File: config.mk
export PLATFORM = sky130hd
export DESIGN_NAME = callback_rr_arbiter_flat
export DESIGN_NICKNAME = d
export VERILOG_FILES = /design/src/rtl/callback_rr_arbiter_if.sv /design/src/rtl/callback_rr_arbiter.sv /design/src/flat_wrapper.sv
export SDC_FILE = /design/constraint.sdc
export NUM_CORES = 1
export LEC_CHECK = 0
export ABC_AREA = 1
export CORE_AREA = 2 2 158 160
export CTS_CLUSTER_SIZE = 24
export DETAILED_ROUTE_END_ITERATION = 10
export DIE_AREA = 0 0 160 162
export MAX_ROUTING_LAYER = met4
export SYNTH_ARGS = -nofsm -noshare
export SYNTH_HDL_FRONTEND = slang
export SYNTH_SLANG_ARGS = --single-unit
export TNS_END_PERCENT = 1
File: constraint.sdc
create_clock -name clk -period 2.8 [get_ports clk]
set_input_delay 0.42 -clock clk [delete_from_list [all_inputs] [get_ports clk]]
set_output_delay 0.42 -clock clk [all_outputs]
set_load 0.05 [all_outputs]
File: src/rtl/callback_rr_arbiter_if.sv
`default_nettype none
// ============================================================================
// Module   : callback_rr_arbiter_if
// Brief    : Client-side and resource-side handshake bundle of the shared
//            two-operand Add callback arbiter.
// Revision : 1.0 - initial release
// ============================================================================
interface callback_rr_arbiter_if #(
    parameter int NUM_CLIENTS = 4,
    parameter int WIDTH       = 32
);
    // Client request FIFOs (read side) and result return
    logic [NUM_CLIENTS-1:0]       client_empty_in;
    logic [NUM_CLIENTS*WIDTH-1:0] client_a_in;
    logic [NUM_CLIENTS*WIDTH-1:0] client_b_in;
    logic [NUM_CLIENTS-1:0]       client_rden_out;
    logic [NUM_CLIENTS-1:0]       client_valid_out;
    logic [WIDTH-1:0]             client_result_out;
    logic [NUM_CLIENTS-1:0]       client_rdy_in;

    // Shared callback implementation: ready/valid request, FIFO-read result
    logic                         res_valid_out;
    logic [WIDTH-1:0]             res_a_out;
    logic [WIDTH-1:0]             res_b_out;
    logic                         res_rdy_in;
    logic                         res_empty_in;
    logic [WIDTH-1:0]             res_result_in;
    logic                         res_rden_out;

    // Arbiter side
    modport master (
        input  client_empty_in, client_a_in, client_b_in, client_rdy_in,
               res_rdy_in, res_empty_in, res_result_in,
        output client_rden_out, client_valid_out, client_result_out,
               res_valid_out, res_a_out, res_b_out, res_rden_out
    );

    // Environment side (clients plus shared resource)
    modport slave (
        output client_empty_in, client_a_in, client_b_in, client_rdy_in,
               res_rdy_in, res_empty_in, res_result_in,
        input  client_rden_out, client_valid_out, client_result_out,
               res_valid_out, res_a_out, res_b_out, res_rden_out
    );
endinterface
`default_nettype wire

File: src/rtl/callback_rr_arbiter.sv
`default_nettype none
// ============================================================================
// Module   : callback_rr_arbiter
// Brief    : Round-robin sharing of one Add callback datapath between
//            NUM_CLIENTS callers. Requests issue with zero latency; results
//            return in issue order and are steered back by a tag FIFO.
// Revision : 1.0 - initial release
// ============================================================================
module callback_rr_arbiter #(
    parameter int NUM_CLIENTS     = 4,
    parameter int WIDTH           = 32,
    parameter int MAX_OUTSTANDING = 8
) (
    input  logic                               clk,
    input  logic                               rst,
    callback_rr_arbiter_if.master              bus,
    output logic [$clog2(MAX_OUTSTANDING):0]   outstanding_out,
    output logic                               error_out
);

    localparam int c_IDX_W = $clog2(NUM_CLIENTS);
    localparam int c_PTR_W = $clog2(MAX_OUTSTANDING);
    localparam int c_CNT_W = c_PTR_W + 1;
    localparam logic [c_CNT_W-1:0] c_MAX  = c_CNT_W'(MAX_OUTSTANDING);
    localparam logic [c_IDX_W-1:0] c_LAST = c_IDX_W'(NUM_CLIENTS - 1);

    logic [c_IDX_W-1:0] r_ptr;
    logic [c_CNT_W-1:0] r_count;
    logic               r_error;
    logic [c_IDX_W-1:0] r_tag_mem [MAX_OUTSTANDING];
    logic [c_PTR_W-1:0] r_wr_ptr;
    logic [c_PTR_W-1:0] r_rd_ptr;

    logic [WIDTH-1:0]   w_a [NUM_CLIENTS];
    logic [WIDTH-1:0]   w_b [NUM_CLIENTS];
    logic [c_IDX_W-1:0] w_grant;
    logic               w_found;
    logic [c_IDX_W-1:0] w_head;
    logic               w_tags_empty;
    logic               w_issue;
    logic               w_ret;

    // Unpack the flat per-client operand buses
    generate
        for (genvar gi = 0; gi < NUM_CLIENTS; gi++) begin : g_unpack
            assign w_a[gi] = bus.client_a_in[gi*WIDTH +: WIDTH];
            assign w_b[gi] = bus.client_b_in[gi*WIDTH +: WIDTH];
        end
    endgenerate

    // Round-robin search: first non-empty client starting at the pointer
    always_comb begin
        logic [c_IDX_W-1:0] w_cand;
        w_found = 1'b0;
        w_grant = '0;
        w_cand  = '0;
        for (int k = 0; k < NUM_CLIENTS; k++) begin
            w_cand = c_IDX_W'((int'(r_ptr) + k) % NUM_CLIENTS);
            if (!w_found && !bus.client_empty_in[w_cand]) begin
                w_found = 1'b1;
                w_grant = w_cand;
            end
        end
    end

    // Full test uses the registered count only: a same-cycle return does
    // not free a slot for an issue in that cycle.
    assign w_head       = r_tag_mem[r_rd_ptr];
    assign w_tags_empty = (r_count == '0);
    assign w_issue      = !rst && bus.res_rdy_in && (r_count < c_MAX) && w_found;
    assign w_ret        = !rst && !bus.res_empty_in && !w_tags_empty
                          && bus.client_rdy_in[w_head];

    // Combinational handshake outputs; everything idles at zero
    always_comb begin
        bus.client_rden_out   = '0;
        bus.client_valid_out  = '0;
        bus.client_result_out = '0;
        bus.res_valid_out     = 1'b0;
        bus.res_a_out         = '0;
        bus.res_b_out         = '0;
        bus.res_rden_out      = 1'b0;
        if (w_issue) begin
            bus.client_rden_out[w_grant] = 1'b1;
            bus.res_valid_out            = 1'b1;
            bus.res_a_out                = w_a[w_grant];
            bus.res_b_out                = w_b[w_grant];
        end
        if (w_ret) begin
            bus.client_valid_out[w_head] = 1'b1;
            bus.client_result_out        = bus.res_result_in;
            bus.res_rden_out             = 1'b1;
        end
    end

    // Pointer, tag FIFO indices, in-flight count and sticky error
    always_ff @(posedge clk) begin
        if (rst) begin
            r_ptr    <= '0;
            r_count  <= '0;
            r_wr_ptr <= '0;
            r_rd_ptr <= '0;
            r_error  <= 1'b0;
        end else begin
            if (w_issue) begin
                r_ptr    <= (w_grant == c_LAST) ? '0 : w_grant + 1'b1;
                r_wr_ptr <= r_wr_ptr + 1'b1;
            end
            if (w_ret) begin
                r_rd_ptr <= r_rd_ptr + 1'b1;
            end
            case ({w_issue, w_ret})
                2'b10:   r_count <= r_count + 1'b1;
                2'b01:   r_count <= r_count - 1'b1;
                default: r_count <= r_count;
            endcase
            // A result with no tag to route it is left in the resource FIFO
            if (!bus.res_empty_in && w_tags_empty) begin
                r_error <= 1'b1;
            end
        end
    end

    // Tag storage; validity is tracked by the indices, so no reset needed
    always_ff @(posedge clk) begin
        if (w_issue) begin
            r_tag_mem[r_wr_ptr] <= w_grant;
        end
    end

    assign outstanding_out = r_count;
    assign error_out       = r_error;

endmodule
`default_nettype wire

File: src/flat_wrapper.sv
// flat-port wrapper written by rule: the top's interface ports become plain ports
module callback_rr_arbiter_flat 
#(
    parameter int NUM_CLIENTS     = 4,
    parameter int WIDTH           = 32,
    parameter int MAX_OUTSTANDING = 8
)
  (clk, rst, outstanding_out, error_out, bus_client_empty_in, bus_client_a_in, bus_client_b_in, bus_client_rdy_in, bus_res_rdy_in, bus_res_empty_in, bus_res_result_in, bus_client_rden_out, bus_client_valid_out, bus_client_result_out, bus_res_valid_out, bus_res_a_out, bus_res_b_out, bus_res_rden_out);
  callback_rr_arbiter_if #(.NUM_CLIENTS(NUM_CLIENTS), .WIDTH(WIDTH)) bus_i ();
  input  logic clk;
  input  logic rst;
  output logic [$clog2(MAX_OUTSTANDING):0] outstanding_out;
  output logic error_out;
  input wire logic [$bits(bus_i.client_empty_in)-1:0] bus_client_empty_in;
  input wire logic [$bits(bus_i.client_a_in)-1:0] bus_client_a_in;
  input wire logic [$bits(bus_i.client_b_in)-1:0] bus_client_b_in;
  input wire logic [$bits(bus_i.client_rdy_in)-1:0] bus_client_rdy_in;
  input wire logic [$bits(bus_i.res_rdy_in)-1:0] bus_res_rdy_in;
  input wire logic [$bits(bus_i.res_empty_in)-1:0] bus_res_empty_in;
  input wire logic [$bits(bus_i.res_result_in)-1:0] bus_res_result_in;
  output wire logic [$bits(bus_i.client_rden_out)-1:0] bus_client_rden_out;
  output wire logic [$bits(bus_i.client_valid_out)-1:0] bus_client_valid_out;
  output wire logic [$bits(bus_i.client_result_out)-1:0] bus_client_result_out;
  output wire logic [$bits(bus_i.res_valid_out)-1:0] bus_res_valid_out;
  output wire logic [$bits(bus_i.res_a_out)-1:0] bus_res_a_out;
  output wire logic [$bits(bus_i.res_b_out)-1:0] bus_res_b_out;
  output wire logic [$bits(bus_i.res_rden_out)-1:0] bus_res_rden_out;
  assign bus_i.client_empty_in = bus_client_empty_in;
  assign bus_i.client_a_in = bus_client_a_in;
  assign bus_i.client_b_in = bus_client_b_in;
  assign bus_i.client_rdy_in = bus_client_rdy_in;
  assign bus_i.res_rdy_in = bus_res_rdy_in;
  assign bus_i.res_empty_in = bus_res_empty_in;
  assign bus_i.res_result_in = bus_res_result_in;
  assign bus_client_rden_out = bus_i.client_rden_out;
  assign bus_client_valid_out = bus_i.client_valid_out;
  assign bus_client_result_out = bus_i.client_result_out;
  assign bus_res_valid_out = bus_i.res_valid_out;
  assign bus_res_a_out = bus_i.res_a_out;
  assign bus_res_b_out = bus_i.res_b_out;
  assign bus_res_rden_out = bus_i.res_rden_out;
  callback_rr_arbiter #(.NUM_CLIENTS(NUM_CLIENTS), .WIDTH(WIDTH), .MAX_OUTSTANDING(MAX_OUTSTANDING)) u_core (.clk(clk), .rst(rst), .bus(bus_i), .outstanding_out(outstanding_out), .error_out(error_out));
endmodule
==> impl_metrics.py <==
metrics = {
    "clocking": {
        "clock_tree.buffer_depth": 2,
        "clk_transition_reported_paths_ps": 50,
        "numCtsBuffers": 5,
        "clock_sinks": 32,
        "tritoncts": "done",
        "cts_hold_repair.buffers": 0,
        "cts-root-buf": "clkbuf_16",
        "worst_skew_pair.late_latency_ps": 280,
        "htreeDepth": 2,
    },
    "drt": {
        "met3WireLength_mm": 2.158,
        "postRouteWirelength_mm": 28.46,
        "wl_per_cell_um": 15.86,
        "postRouteAntennaNets": 0,
        "routedLengthMet1_mm": 11.09,
        "routed-via-count": 7898,
        "uppermost_layer_routed": "met4",
        "drt-vias-per-instance": 4.400,
        "drc_errors": 0,
        "firstDrtPassIters": 5,
        "wl_met2_mm": 14.49,
        "first_iter_violations": 455,
    },
    "worst_setup_path": {
        "critPathArrivalTime_ps": 2500,
        "timing.critical_path.from_type": "flop",
        "critical_path_required_ps": 2380,
        "setup_cp_type": "flop to output port",
        "worstSetupEndpointType": "output port",
        "maximum_fanout_along_the_worst_path": 8,
    },
    "timing": {
        "final_critical_path_setup_slack_ps": -121.4,
        "timing.max_slew.rel_slack_pct": 60.25,
        "finalSetupViolations": 56,
        "grt_setup_unrepaired": "true",
        "final-hold-violation-count": 0,
        "skew_ps": 8.303,
        "final-max-slew-violation-count": 0,
        "final.period_utilization_pct": 104.3,
        "worst_slew_pin_slew_ps": 594.3,
        "fmax_mhz": 342.3,
        "layout_min_cycle_time_ps": 2921,
    },
    "run": {
        "max_cap_violations": 0,
    },
    "die": {
        "initial_utilization_pct": 21.03,
        "core_area_um2": 24110,
        "dieArea_um2": 25920,
        "io-pin-count": 411,
        "die_width_um": 160,
        "core.rowCount": 57,
        "die_height_um": 162,
    },
    "cells_and_area": {
        "synthToLayoutAreaGrowth_pct": 135.3,
        "finalNonFillerCells": 1795,
        "n_diodes": 0,
        "area_occupied_by_multi_input_gates_um2": 3805,
        "share_of_cells_above_drive_strength_1_pct": 21.82,
        "n_fill_cell": 2442,
        "finished_layout_cell_area_um2": 11930,
        "seq_cell_area_um2": 808.3,
        "nNetsFinal": 1779,
        "final_core_utilization_pct": 49.48,
    },
    "yosys": {
        "mean_instance_size_in_the_synthesized_netlist_um2": 4.907,
        "synth.yosys.warnings": 0,
        "postSynthNetCount": 1342,
        "synthesis.instances": 1033,
        "netlist_area_um2": 5069,
        "ys_seq_elements": 32,
        "synth_cell_type_count": 28,
        "ys_seq_area_share_pct": 15.80,
    },
    "power": {
        "seq_power_share_pct": 10.0,
        "worst_ir_drop_vdd_v": 0.0002589,
        "power.density_cell_area_nw_per_um2": 482.2,
        "power.combinational.fraction_pct": 80.9,
        "pwr-share-clk_pct": 9.2,
        "power.static_leakage_nw": 5.605,
        "power_switching_share_pct": 47.58,
        "cellInternalPower_w": 0.003015,
        "netSwitchingPower_w": 0.002737,
    },
    "place": {
        "dpl.cell_count": 1767,
        "detailed_place_hpwl_mm": 23.00,
        "placer_congestion": 0.9683,
        "port-buffer-count": 410,
        "post_dp_cell_area_um2": 10940,
    },
    "global_routing": {
        "grt_first_pass_wirelength_mm": 41.77,
        "grtUsageTotal_pct": 20.96,
        "grt_pass1_vias": 7567,
        "global_route.overflow_total": 0,
        "grt_max_degree": 51,
        "antenna_found_initial": 0,
    },
    "run_status": {
        "status": "complete, but fails checks",
        "failing_checks": "negative setup slack",
    },
    "min_path": {
        "hold_class": "flop to flop",
    },
}
[what timing repair did]
| action | in CTS | in global routing |
|---|---|---|
| endpoints found under the setup margin | 103 | 108 |
| buffers inserted | 0 | 11 |
| gates cloned | 1 | 8 |
| gates resized for setup | 90 | 84 |
| pin swaps | 10 | 31 |
[worst paths after layout]
path	from	to	slack (ps)	cells after the start
worst min-delay path	u_core.r_wr_ptr[0]	u_core.r_wr_ptr[0]	490	2
worst max register to register	u_core.r_ptr[0]	u_core.outstanding_out[2]	210	15
worst max-delay path	u_core.r_ptr[0]	bus_res_a_out[3]	-120	14
worst min register to register	u_core.r_wr_ptr[0]	u_core.r_wr_ptr[0]	490	2
[sequential cells by signal, indices dropped and copies added, names as in the netlist, named ones only]
signal                  cells
u_core.outstanding_out      4
u_core.r_tag_mem           16
u_core.error_out            1
u_core.r_rd_ptr             3
u_core.r_wr_ptr             3
u_core.r_ptr                2
[cell usage after synthesis]
cell	count	share of area [%]
nand2_1	345	26
nor2_1	255	19
nand3_1	154	15
inv_1	135	10
buf_2	33	3.3
dfxtp_1	16	6.3
edfxtp_1	16	9.5
buf_6	12	2.7
clkbuf_1	12	0.89
a21oi_1	10	0.99
o21ai_0	10	0.99
ha_1	9	2.2
buf_1	3	0.22
nor3_1	3	0.30
xor2_1	3	0.52
buf_4	2	0.30
inv_2	2	0.15
nand2_2	2	0.25
nand4_1	2	0.25
a22o_1	1	0.17
buf_8	1	0.30
nand2_4	1	0.22
nand3b_1	1	0.15
nor2_2	1	0.12
nor4_1	1	0.12
o21a_1	1	0.15
o221ai_1	1	0.17
or2_4	1	0.17
[power groups by stage]
stage | Sequential [W] | Clock [W] | Combinational (W)
floorplan | 0.000614 | 0 | 0.00210
global placement | 0.000578 | 0 | 0.00400
detailed placement | 0.000581 | 0 | 0.00402
CTS | 0.000572 | 0.000531 | 0.00423
global route | 0.000580 | 0.000552 | 0.00499
finish | 0.000574 | 0.000527 | 0.00465
[through the flow]
step	total power (W)	setup TNS [ps]	hold WS, ps	setup WS (ps)
CTS	0.005335	-3685	486.5	-130.5
detailed placement	0.004603	-18650	480.8	-390.2
floorplan	0.002711	-223.1	456.1	-97.53
global placement	0.004577	-18290	463.1	-401.1
finish	0.005752	-2744	485.7	-121.4
global route	0.006122	-11730	523.0	-253.6
[cell type report]
type                            count  share of cell area, %
Timing Repair Buffer              492                  52.31
Inverter                          137                  4.406
Multi-Input combinational cell    802                  31.90
Sequential cell                    32                  6.776
Clock inverter                      3                 0.1573
Clock buffer                        5                  1.049
Tap cell                          324                  3.399
[routing by layer]
| layer | up-vias | GRT usage [%] |
|---|---|---|
| li1 | 4006 | - |
| met1 | 3513 | 24.05 |
| met2 | 337 | 37.19 |
| met3 | 42 | 4.545 |
| met4 | 0 | 5.405 |
| met5 | - | - |
[cells in the final DEF, fill, tap and decap left out, types with 4 or more instances in the layout]
cell,instances
dlygate4sd2_1,4
nand3_1,145
nand2_1,324
inv_1,130
buf_4,39
nor2_4,12
edfxtp_1,16
ha_1,7
o21ai_0,8
clkdlybuf4s50_1,300
a21oi_1,10
nor2_1,178
dfxtp_1,14
nand2_2,19
nand3_2,8
buf_12,124
clkbuf_16,12
buf_6,13
nor2_2,66
[logic make-up (layout without fill, tap and decap cells)]
| logic type | after synthesis | count (layout) | share of synthesized area [%] |
|---|---|---|---|
| compound gates | 23 | 23 | 2.469 |
| simple gates | 766 | 767 | 61.22 |
| fa+ha+maj | 9 | 9 | 2.222 |
| xor+xnor | 3 | 3 | 0.5185 |
| flops | 32 | 32 | 15.80 |
| buf+inv | 200 | 637 | 17.77 |
[critical path: stages, from the launching register on]
cell and delay [ps]:
dfxtp_4 360, buf_6 140, o21a_1 190, nor2_2 160
nand2_2 100, or2_4 320, nand2_8 150, buf_12 130
buf_6 110, nand2_1 40, nand2_1 50, nor2_1 40
nor2_2 150, buf_6 140, buf_12 130
No activity file was read; power rests on OpenSTA's default activity.
==> RTL change 1 (same flow settings) <==
`MAX_OUTSTANDING` is set to 8 in 2 places; all go to 4.
--- a/src/rtl/callback_rr_arbiter.sv
+++ b/src/rtl/callback_rr_arbiter.sv
@@ -10,5 +10,5 @@
     parameter int NUM_CLIENTS     = 4,
     parameter int WIDTH           = 32,
-    parameter int MAX_OUTSTANDING = 8
+    parameter int MAX_OUTSTANDING = 4
 ) (
     input  logic                               clk,
--- a/src/flat_wrapper.sv
+++ b/src/flat_wrapper.sv
@@ -4,5 +4,5 @@
     parameter int NUM_CLIENTS     = 4,
     parameter int WIDTH           = 32,
-    parameter int MAX_OUTSTANDING = 8
+    parameter int MAX_OUTSTANDING = 4
 )
   (clk, rst, outstanding_out, error_out, bus_client_empty_in, bus_client_a_in, bus_client_b_in, bus_client_rdy_in, bus_res_rdy_in, bus_res_empty_in, bus_res_result_in, bus_client_rden_out, bus_client_valid_out, bus_client_result_out, bus_res_valid_out, bus_res_a_out, bus_res_b_out, bus_res_rden_out);
Interface: changed (resized outstanding_out); port bits go from 411 to 410. The function was not compared with the original's and may differ.
==> RTL change 1 against the original RTL <==
- the flow still finishes with violations (negative setup slack)
- sequential cell count fell by 12
- final cell count fell by 5.6%
- routed wire length fell by 0.67%
- first-iteration DRC count rose by 2.6%
- final area fell by 4.5%
- die area did not move
- count of clock-buffer cells in the layout fell by 2
- setup slack improved by 0.097 ns
- area after synthesis fell by 5.9%
- clock power fell by 27%
- power fell by 4.3%
- sequential share of layout area fell by 2.5 points
- fmax rose by 3.4%
- largest power group unchanged
==> RTL change 1: results (changes against the original RTL) <==
- Status: finished with violations
- Violated checks: negative setup slack
- Leak pwr: 5.45 nW (-2.8%)
- Vias: 7,554 (-4.4%)
- Largest net degree at the start of global routing: 47 (-7.8%)
- Critical path peak fanout: 19 (+11)
- Hold Path Depth: 1 (-1)
- Least-Margin Pin Slew: 0.512 ns (-0.0823 ns)
- NetSw: 0.00270 W (-1.4%)
- H-tree Lvls: 1 (-1)
- Latest clock arrival within the worst-skew pair: 0.25 ns (-0.03 ns)
- Setup slack after layout: -0.0243 ns (+0.0971 ns)
- Met2 Usage GRT: 37.9% (+0.73 points)
- Slowest CP cell: dfxtp_4
- Layout cells sized above 1: 20.8% (-1.0 points)
- Synth Flop Type: dfxtp_1
- Slowest stage delay, CP: 0.38 ns (+0.02 ns)
- Vias in the first global route: 7,332 (-3.1%)
- First-pass GRT wire length: 41,300 um (-1.2%)
- Synth Net Count: 1,270 (-5.4%)
- Place WS: -0.285 ns (+0.106 ns)
- Slack of the worst reg-to-reg path: 0.29 ns (+0.08 ns)
- Top post-synthesis cells by area: nand2_1, nand3_1, inv_1
- 1st-iter DRT viols: 467 (+2.6%)
- Max FFs per register: 8 (-8)
- R2r worst-path depth: 16 (+1)
- Syn Area/Cell: 4.97 sq um (+1.3%)
- Fill cells: 2,441 (-0.041%)
- Num CTS Buffers: 3 (-2)
- Wire length per cell: 16.7 um (+5.2%)
- GRT met3 Usage: 2.35% (-2.2 points)
- Seq/Total Area, Yosys: 10.1% (-5.7 points)
- DP HPWL: 21,100 um (-8.3%)
- Tot GR Track Use: 20.5% (-0.42 points)
- Final setup vio count: 18 (-68%)
- Post-route insts no fill: 1,694 (-5.6%)
- Synth cell count leaders: nand2_1, nand3_1, inv_1
- M1 GR Usage: 24.1% (+0.054 points)
- Worst Hold Margin: 0.488 ns (+0.00196 ns)
- Area post-placement: 0.0104 sq mm (-4.6%)
- Routability cong.: 0.918 (-5.2%)
- Resize count post-CTS: 71 (-21%)
- EDFF count, synth: 8 (-8)
- Crit path arrival time: 2.40 ns (-0.10 ns)
- VDD IR-drop max: 256 uV (-0.99%)
- Yosys cell types: 29 (+3.6%)
-- RTL change 1: final cells by class --
cell class              instances  area [sq um]  share of cell area (%)
repair buffers                474          6140                    53.9
multi-input cells             678          3510                    30.8
inverters                     194           746                    6.55
flip-flops and latches         20           485                    4.26
well taps                     324           405                    3.56
clock buffers                   3          75.1                   0.659
clock inverters                 1          30.0                   0.264
-- RTL change 1: layer usage --
layer	up-vias	wire length (um)
li1	3779	-
met1	3376	11100
met2	356	14700
met3	43	1810
met4	0	614
met5	-	0
-- RTL change 1: worst paths after layout --
| check | to | start |
|---|---|---|
| worst max register to register | u_core.outstanding_out[2] | u_core.r_ptr[0] |
| worst min-delay path | u_core.error_out | u_core.error_out |
| worst max-delay path | bus_res_b_out[14] | u_core.r_ptr[0] |
| worst min register to register | u_core.error_out | u_core.error_out |
-- RTL change 1: power by group through the flow --
stage | Sequential (W) | Clock, W | Combinational, W
finish | 0.000352 | 0.000387 | 0.00477
global route | 0.000355 | 0.000409 | 0.00509
CTS | 0.000351 | 0.000390 | 0.00453
detailed placement | 0.000357 | 0 | 0.00401
global placement | 0.000356 | 0 | 0.00401
floorplan | 0.000374 | 0 | 0.00222
-- RTL change 1: metrics by stage --
stage          setup TNS, ns  power (W)
4_1_cts               -0.194    0.00527
5_1_grt                -7.16    0.00585
3_5_place_dp          -13.06    0.00437
6_report              -0.165    0.00550
3_3_place_gp          -11.64    0.00436
2_1_floorplan        -0.0688    0.00260
-- RTL change 1: kinds of logic after synthesis --
family | count (synthesis) | synth area share [%]
AO/OA/AOI/OAI | 84 | 9.78
buffers and inverters | 263 | 24.8
XOR/XNOR | 1 | 0.184
flip-flops | 20 | 10.1
adder cells (fa/ha/maj) | 10 | 2.78
AND/OR/NAND/NOR | 582 | 52.4
==> RTL change 2 (same settings) <==
Without the edit above. Make the reset (`rst`) asynchronous in one clocked block.
--- a/src/rtl/callback_rr_arbiter.sv
+++ b/src/rtl/callback_rr_arbiter.sv
@@ -95,5 +95,5 @@
 
     // Pointer, tag FIFO indices, in-flight count and sticky error
-    always_ff @(posedge clk) begin
+    always_ff @(posedge clk or posedge rst) begin
         if (rst) begin
             r_ptr    <= '0;
Function: differs if rst is asserted again (counterexample within 4 cycles, from zero or initial values and one cycle with rst high); with rst held inactive, the same outputs for 4 cycles.
==> RTL change 2 against the original RTL <==
- the run still ends with negative setup slack left
- routed wire length increased by 14%
- sequential cell count decreased by 3
- global-route usage increased by 2.1 points
- final area increased by 8.5%
- area after synthesis increased by 7.5%
- worst hold slack improved by 0.0077 ns
- setup slack got worse by 0.041 ns
- fmax decreased by 1.4%
- critical path type unchanged
- critical endpoint is now bus_res_b_out[12]
- largest cell class unchanged
- highest routed layer unchanged
Power is not compared: it rests on default switching activity, and its combinational part moved more than twofold at a synthesized area within 25%.
==> RTL change 2: results (changes against the original RTL) <==
- Status: finished with violations
- Violated checks: negative setup slack
- Layout cells sized above 1: 26.3% (+4.4 points)
- Slack of the worst reg-to-reg path: 0.13 ns (-0.08 ns)
- Placed cell count: 1,746 (-1.2%)
- Area post-placement: 0.0114 sq mm (+3.8%)
- # diodes: 3 (+3)
- Post-synth ARST share: 44.8% (+45 points)
- Clock network area share: 1.07% (-0.13 points)
- Resize count post-CTS: 133 (+48%)
- Place WS: -0.373 ns (+0.0176 ns)
- Seq/Total Area, Yosys: 14.8% (-1.0 points)
- Synth cell count leaders: inv_1, nand2_1, nand3_1
- Worst Hold Margin: 0.493 ns (+0.00766 ns)
- Multi-input gate count: 673 (-16%)
- Crit path arrival time: 2.54 ns (+0.04 ns)
- Met2 wire length: 16,900 um (+16%)
- Clk sink count: 29 (-9.4%)
- Initial antenna violation count: 4 (+4)
- First-pass GRT wire length: 45,100 um (+8.0%)
- Final nets: 1,766 (-0.73%)
- Cell family with most CP delay: buffers and inverters
- Clock buf count: 6 (+1)
- Slowest stage delay, CP: 0.44 ns (+0.08 ns)
- Hold Path Depth: 1 (-1)
- DP HPWL: 23,400 um (+1.5%)
- Sequential cell area share: 6.25% (-0.53 points)
- Area Growth Syn to Fin: 137%
- WL met1: 12,300 um (+11%)
- Wire length per cell: 18.2 um (+15%)
- Setup slack after layout: -0.162 ns (-0.0406 ns)
- DR WL met3: 2310 um (+6.8%)
- Reg-to-Reg Start: u_core.r_ptr[0]
- Worst clock skew: 0.00266 ns (-0.00564 ns)
- Multi-input gate share of total cell area: 32.0% (+0.13 points)
- Relative slew slack: 65.2% (+4.9 points)
- Signal buf overhead: 50.0% (-2.4 points)
- Hold_sp: u_core.error_out
- Hold path endpoint: u_core.error_out
- Final wirelength: 32,400 um (+14%)
- Tot GR Track Use: 23.1% (+2.1 points)
- Vias in the first global route: 7,942 (+5.0%)
- Synthesized-area fraction occupied by adder cells: 2.07% (-0.16 points)
- Final setup vio count: 69 (+23%)
[RTL change 2: cell count changes after synthesis, sizes merged, moves of 8 or more]
cell / before / now
a21oi: 10 / 68
nand3: 154 / 216
dfxtp: 16 / 0
inv: 137 / 255
nand3b: 1 / 66
buf: 51 / 59
dfrtp: 0 / 13
nand2: 348 / 224
nor2: 256 / 61
[RTL change 2: how the worst max path moves through the flow]
stage	start	end	slack, ns	cells after the start
final	u_core.r_ptr[0]	bus_res_b_out[12]	-0.16	15
after global routing	u_core.r_ptr[0]	bus_res_b_out[12]	-0.27	15
after CTS	u_core.r_ptr[0]	bus_res_b_out[4]	-0.19	15
after detailed placement	bus_client_empty_in[3]	bus_res_a_out[3]	-0.37	14
after global placement	bus_client_empty_in[3]	bus_res_a_out[3]	-0.33	14
after floorplan	u_core.r_ptr[0]	bus_client_rden_out[1]	-0.02	14
[RTL change 2: per-layer routing]
layer  vias to the layer above  track usage, %
met5                         -               -
met4                         0            6.96
met3                        43            4.57
met2                       389            41.4
met1                      3832            26.0
li1                       4032               -
